**src/rtl/escritor_ram.sv**
```systemverilog
// Byte-pair to RAM word writer: packs two bytes (low first) into a 16-bit word and writes it at consecutive even addresses.
// Latency: a word is presented on escribir the cycle after its high byte is accepted; the address advances the cycle after ack.
// Backpressure: dato_listo drops while a write is pending; a write waits up to TIMEOUT cycles for ack before the load aborts with error.
module escritor_ram #(
  parameter logic [25:0] ADDR_MAX = 26'h2AE5EE0,
  parameter int          TIMEOUT  = 16
) (
  input  logic        clk,
  input  logic        rst_n,
  input  logic        iniciar,
  input  logic        cancelar,
  input  logic [7:0]  dato_in,
  input  logic        dato_valido,
  output logic        dato_listo,
  output logic [25:0] DireccionRAM,
  output logic [15:0] DatoRAM,
  output logic        escribir,
  input  logic        ack,
  output logic        ocupado,
  output logic        terminado,
  output logic        error
);

  localparam int CW = $clog2(TIMEOUT + 1);

  typedef enum logic [2:0] {
    REPOSO    = 3'd0,
    BYTE_BAJO = 3'd1,
    BYTE_ALTO = 3'd2,
    ESCRIBE   = 3'd3,
    FIN       = 3'd4
  } estado_t;

  estado_t         r_state;
  estado_t         w_next;
  logic [25:0]     r_addr;
  logic [15:0]     r_dat;
  logic [CW-1:0]   r_cnt;
  logic            r_terminado;
  logic            r_error;
  logic            w_last_addr;
  logic            w_timeout;

  // The last word of the load is the one written at ADDR_MAX.
  assign w_last_addr = (r_addr == ADDR_MAX);
  // Final ack-less cycle: the counter is about to reach TIMEOUT.
  assign w_timeout   = !ack && (r_cnt == CW'(TIMEOUT - 1));

  // State register; reset forces REPOSO so escribir drops without a clock.
  always_ff @(posedge clk or negedge rst_n) begin
    if (!rst_n) begin
      r_state <= REPOSO;
    end else begin
      r_state <= w_next;
    end
  end

  // Next-state decision; cancelar overrides every other input.
  always_comb begin
    w_next = r_state;
    if (cancelar) begin
      w_next = REPOSO;
    end else begin
      case (r_state)
        REPOSO, FIN: if (iniciar)     w_next = BYTE_BAJO;
        BYTE_BAJO:   if (dato_valido) w_next = BYTE_ALTO;
        BYTE_ALTO:   if (dato_valido) w_next = ESCRIBE;
        ESCRIBE: begin
          if (ack) begin
            w_next = w_last_addr ? FIN : BYTE_BAJO;
          end else if (w_timeout) begin
            w_next = FIN;
          end
        end
        default:     w_next = REPOSO;
      endcase
    end
  end

  // Handshake and status outputs decoded from the current state.
  always_comb begin
    dato_listo = 1'b0;
    escribir   = 1'b0;
    ocupado    = 1'b0;
    case (r_state)
      BYTE_BAJO, BYTE_ALTO: begin
        dato_listo = 1'b1;
        ocupado    = 1'b1;
      end
      ESCRIBE: begin
        escribir = 1'b1;
        ocupado  = 1'b1;
      end
      default: ;
    endcase
  end

  // Address, data word, ack wait counter and sticky completion flags.
  always_ff @(posedge clk or negedge rst_n) begin
    if (!rst_n) begin
      r_addr      <= '0;
      r_dat       <= '0;
      r_cnt       <= '0;
      r_terminado <= 1'b0;
      r_error     <= 1'b0;
    end else if (cancelar) begin
      r_terminado <= 1'b0;
      r_error     <= 1'b0;
    end else begin
      case (r_state)
        REPOSO, FIN: begin
          if (iniciar) begin
            r_addr      <= '0;
            r_terminado <= 1'b0;
            r_error     <= 1'b0;
          end
        end
        BYTE_BAJO: begin
          if (dato_valido) r_dat[7:0] <= dato_in;
        end
        BYTE_ALTO: begin
          if (dato_valido) begin
            r_dat[15:8] <= dato_in;
            r_cnt       <= '0;
          end
        end
        ESCRIBE: begin
          if (ack) begin
            // The address is held on the final word so it never passes ADDR_MAX.
            if (w_last_addr) begin
              r_terminado <= 1'b1;
            end else begin
              r_addr <= r_addr + 26'd2;
            end
          end else begin
            r_cnt <= r_cnt + 1'b1;
            if (w_timeout) begin
              r_terminado <= 1'b1;
              r_error     <= 1'b1;
            end
          end
        end
        default: ;
      endcase
    end
  end

  assign DireccionRAM = r_addr;
  assign DatoRAM      = r_dat;
  assign terminado    = r_terminado;
  assign error        = r_error;

endmodule

```
**config.mk**
```make
export PLATFORM = sky130hd
export DESIGN_NAME = escritor_ram
export DESIGN_NICKNAME = d
export VERILOG_FILES = /design/src/rtl/escritor_ram.sv
export SDC_FILE = /design/constraint.sdc
export NUM_CORES = 1
export LEC_CHECK = 0
export ABC_AREA = 1
export CORE_MARGIN = 5
export CORE_UTILIZATION = 50
export CTS_BUF_LIST = sky130_fd_sc_hd__clkbuf_8 sky130_fd_sc_hd__clkbuf_16
export DETAILED_ROUTE_END_ITERATION = 10
export PLACE_DENSITY_LB_ADDON = 0.2
export SYNTH_ARGS = -nofsm -noshare
export SYNTH_HDL_FRONTEND = slang
export SYNTH_SLANG_ARGS = --single-unit
```
**constraint.sdc**
```tcl
create_clock -name clk -period 3.05 [get_ports clk]
set_input_delay 0.61 -clock clk [delete_from_list [all_inputs] [get_ports clk]]
set_output_delay 0.61 -clock clk [all_outputs]
set_load 0.1 [all_outputs]
```
==> summary.log <==
INFO  sta            worst_slew_pin_slew=0.517ns
INFO  logic_synthesis syn_inst=475
INFO  floorplan      dieArea=8280squm
INFO  clock_tree     cts_tree=done
INFO  global_route   grt_start_max_net_pins=36
INFO  sta            setup_slack=0.925ns
INFO  sta            fmax=471MHz
INFO  sta            slew-limit-headroom=0.655
INFO  floorplan      io-pin-count=61
INFO  final_layout   design.final.nets=549
INFO  final_layout   sequential_cell_area=1280squm
INFO  final_layout   final.fill_count=628
INFO  logic_synthesis synth_nets=492
INFO  worst_setup_path crit_path_start_kind=flip-flop
INFO  logic_synthesis synth.top_cells.by_count=178 x sky130_fd_sc_hd__nand2_1, 87 x sky130_fd_sc_hd__nor2_1, 51 x sky130_fd_sc_hd__dfrtp_1, 42 x sky130_fd_sc_hd__inv_1, 24 x sky130_fd_sc_hd__nand3_1
INFO  global_route   globalRouteOverflowTotal=0
INFO  sta            totalNegativeSetupSlack=0ns
INFO  power          power.clock.fraction=0.138
INFO  global_route   grt_antenna_before_repair=0
INFO  logic_synthesis synth_seq_cells=51
INFO  worst_hold_path min-delay-path-class=in -> async
INFO  clock_tree     post_cts.repair.setup_buffers=0
INFO  drt            first_iter_violations=170
INFO  logic_synthesis post_synth_edffs=0
INFO  final_layout   area_of_the_multi_input_gates=1730squm
INFO  clock_tree     tritoncts_sinks=51
INFO  power          net_sw_power=1750uW
INFO  final_layout   area_growth_syn_to_layout=17.5%
INFO  power          sequentialPowerShare=0.306
INFO  floorplan      core_area=6350squm
INFO  placed_design  placed_cells_incl_taps=602
INFO  floorplan      placement_rows=29
INFO  drt            routed_wl=7840microns
INFO  final_layout   post_layout_nonfiller_instances=610
INFO  logic_synthesis post-synth-top-area-fraction=0.389
INFO  logic_synthesis synthesis.area=3280squm
INFO  drt            vias_per_cell=4.95
INFO  power          p_int=1340uW
INFO  drt            detail_route.wl_per_cell=12.9microns
INFO  final_layout   final_cell_utilization_of_the_core=0.607
INFO  global_route   via_count_of_the_first_global_routing_pass=3033
INFO  clock_tree     insertion_delay=0.31ns
INFO  global_route   grt.total_usage=0.201
INFO  floorplan      die_width=91.0microns
INFO  logic_synthesis yosys.cell_types.count=36
INFO  placed_design  preCtsSetupSlack=0.732ns
INFO  logic_synthesis number_of_warnings_reported_in_the_yosys_synthesis_log=0
INFO  drt            postRouteAntennaNets=0
INFO  power          total_leakage_power=0.00182uW
INFO  drt            drtPass1Iterations=4
INFO  final_layout   drive_gt1_frac=0.171
INFO  floorplan      fp.dieH=91.0microns
INFO  clock_tree     path_clk_slew=0.10ns
INFO  placed_design  numPortBuffers=59
INFO  clock_tree     cts-root-buf=sky130_fd_sc_hd__clkbuf_8
INFO  placed_design  global_placement_routability_congestion=1.00
INFO  sta            grt_setup_unrepaired=false
INFO  sta            setup_violations=0
INFO  clock_tree     clock_tree.htree_level_count=2
INFO  logic_synthesis syn-mean-instance-area=6.90squm
INFO  power          swShare=0.565
INFO  sta            final_clock_skew=0.00718ns
INFO  placed_design  place.detailed.hpwl=5970microns
INFO  job            maxCapViolCount=0
INFO  power          p_total=3090uW
INFO  sta            post-route-period-util=0.697
INFO  run_status     run_status=finished, final reports clean
INFO  logic_synthesis synth_async_sr_flop_share=1.00
INFO  worst_setup_path cp_max_fo=5
INFO  worst_setup_path timing_worst_setup_path_type=reg -> out
INFO  clock_tree     clock_path_buffers=2
INFO  final_layout   antennaDiodeCount=0
INFO  logic_synthesis yosys-top-cells-area=sky130_fd_sc_hd__dfrtp_1 39%, sky130_fd_sc_hd__nand2_1 20%, sky130_fd_sc_hd__nor2_1 10%
INFO  worst_setup_path cp_data_arrival_time=1.52ns
INFO  logic_synthesis yosys.area.top_type=sky130_fd_sc_hd__dfrtp_1
INFO  logic_synthesis most_instantiated_library_cell_after_synthesis=sky130_fd_sc_hd__nand2_1
INFO  global_route   grt_first_pass_wirelength=14000microns
INFO  floorplan      initial_core_util=0.516
INFO  worst_setup_path critical_path_required=2.44ns
INFO  sta            finalHoldViolations=0
INFO  power          powerDensity=802nW/um^2
INFO  logic_synthesis ys.flop_type=sky130_fd_sc_hd__dfrtp_1
INFO  worst_setup_path endpoint_kind=output pin
INFO  sta            final_period_minus_worst_setup_slack=2.13ns
INFO  drt            vias_post_dr=3020
INFO  clock_tree     cts_repair_resize_count=0
INFO  drt            post-route-drc-count=0
INFO  clock_tree     post_cts_hold_buffer_count=0
INFO  sta            timing.final.max_slew_violations=0
INFO  power          ir_drop=1150uV
INFO  logic_synthesis synth_seq_area_share=0.389
INFO  power          pwr-share-comb=0.555
INFO  clock_tree     number_of_buffers_inserted_during_clock_tree_synthesis=5
==> sequential cells by signal (all words and copies together) (netlist names) <==
signal	cells
DireccionRAM	25
DatoRAM	16
r_cnt	5
r_state	3
error	1
terminado	1
==> metal layers <==
metal / vias up / global-route usage / routed length, microns
li1: 1564 / - / -
met1: 1387 / 0.258 / 3560
met2: 61 / 0.334 / 3710
met3: 8 / 0.0504 / 491
met4: 0 / 0.0575 / 73
met5: - / 0 / 0
==> worst max-delay path, stage by stage, from the launching register on <==
cell                      delay [ns]
sky130_fd_sc_hd__dfrtp_1        0.49
sky130_fd_sc_hd__nor2_1         0.17
sky130_fd_sc_hd__nand2_1        0.11
sky130_fd_sc_hd__nand2_1        0.12
sky130_fd_sc_hd__buf_4          0.30
==> kinds of logic (layout without fill, tap and decap cells) <==
group / count (synthesis) / after routing / synth area share
AO/OA/AOI/OAI: 29 / 29 / 0.0561
XOR/XNOR: 15 / 15 / 0.0401
adder cells (fa/ha/maj): 3 / 3 / 0.0115
buffers and inverters: 55 / 113 / 0.0843
flip-flops: 51 / 51 / 0.389
other: 1 / 1 / 0.00114
AND/OR/NAND/NOR: 321 / 321 / 0.418
==> metrics by stage <==
step,cell area [sq um],hold WS [ns]
after global placement,3760,0.469
after CTS,3850,0.203
after floorplan,3280,0.314
after global routing,3850,0.218
final,3850,0.199
after detailed placement,3760,0.474
==> power by group through the flow <==
stage | Combinational (uW) | Clock, uW | Sequential, uW
finish | 1720 | 428 | 947
global route | 1820 | 475 | 969
CTS | 1730 | 441 | 945
detailed placement | 1730 | 0 | 952
global placement | 1710 | 0 | 958
floorplan | 636 | 0 | 1730
==> layout by cell type, fill, tap and decap left out, drive strengths merged, types with 3 or more instances in the layout <==
master         instances
nand2                195
nor2                  91
dfrtp                 51
buf                   49
inv                   45
nand3                 25
o21ai                 24
clkdlybuf4s50         12
xor2                   9
xnor2                  6
clkbuf                 5
nand4                  3
ha                     3
a21oi                  3
or2                    3
==> area by class of cell <==
| class | instances | area share |
|---|---|---|
| inverters | 44 | 0.0448 |
| multi-input cells | 369 | 0.448 |
| repair buffers | 61 | 0.126 |
| well taps | 77 | 0.0250 |
| clock buffers | 5 | 0.0179 |
| flip-flops and latches | 51 | 0.331 |
| clock inverters | 3 | 0.00682 |
==> path summary, 6_finish.rpt <==
path	start	endpoint	slack [ns]	cells after the start
max	r_state[2]	dato_listo	0.92	4
min	rst_n	DireccionRAM[20]	0.20	1
max reg2reg	DireccionRAM[1]	DireccionRAM[17]	0.96	9
min reg2reg	DatoRAM[1]	DatoRAM[1]	0.50	2
max in group asynchronous	rst_n	DatoRAM[15]	2.07	2
min in group clk	DatoRAM[1]	DatoRAM[1]	0.50	2
Note: power is estimated with default switching activity, not from simulation.
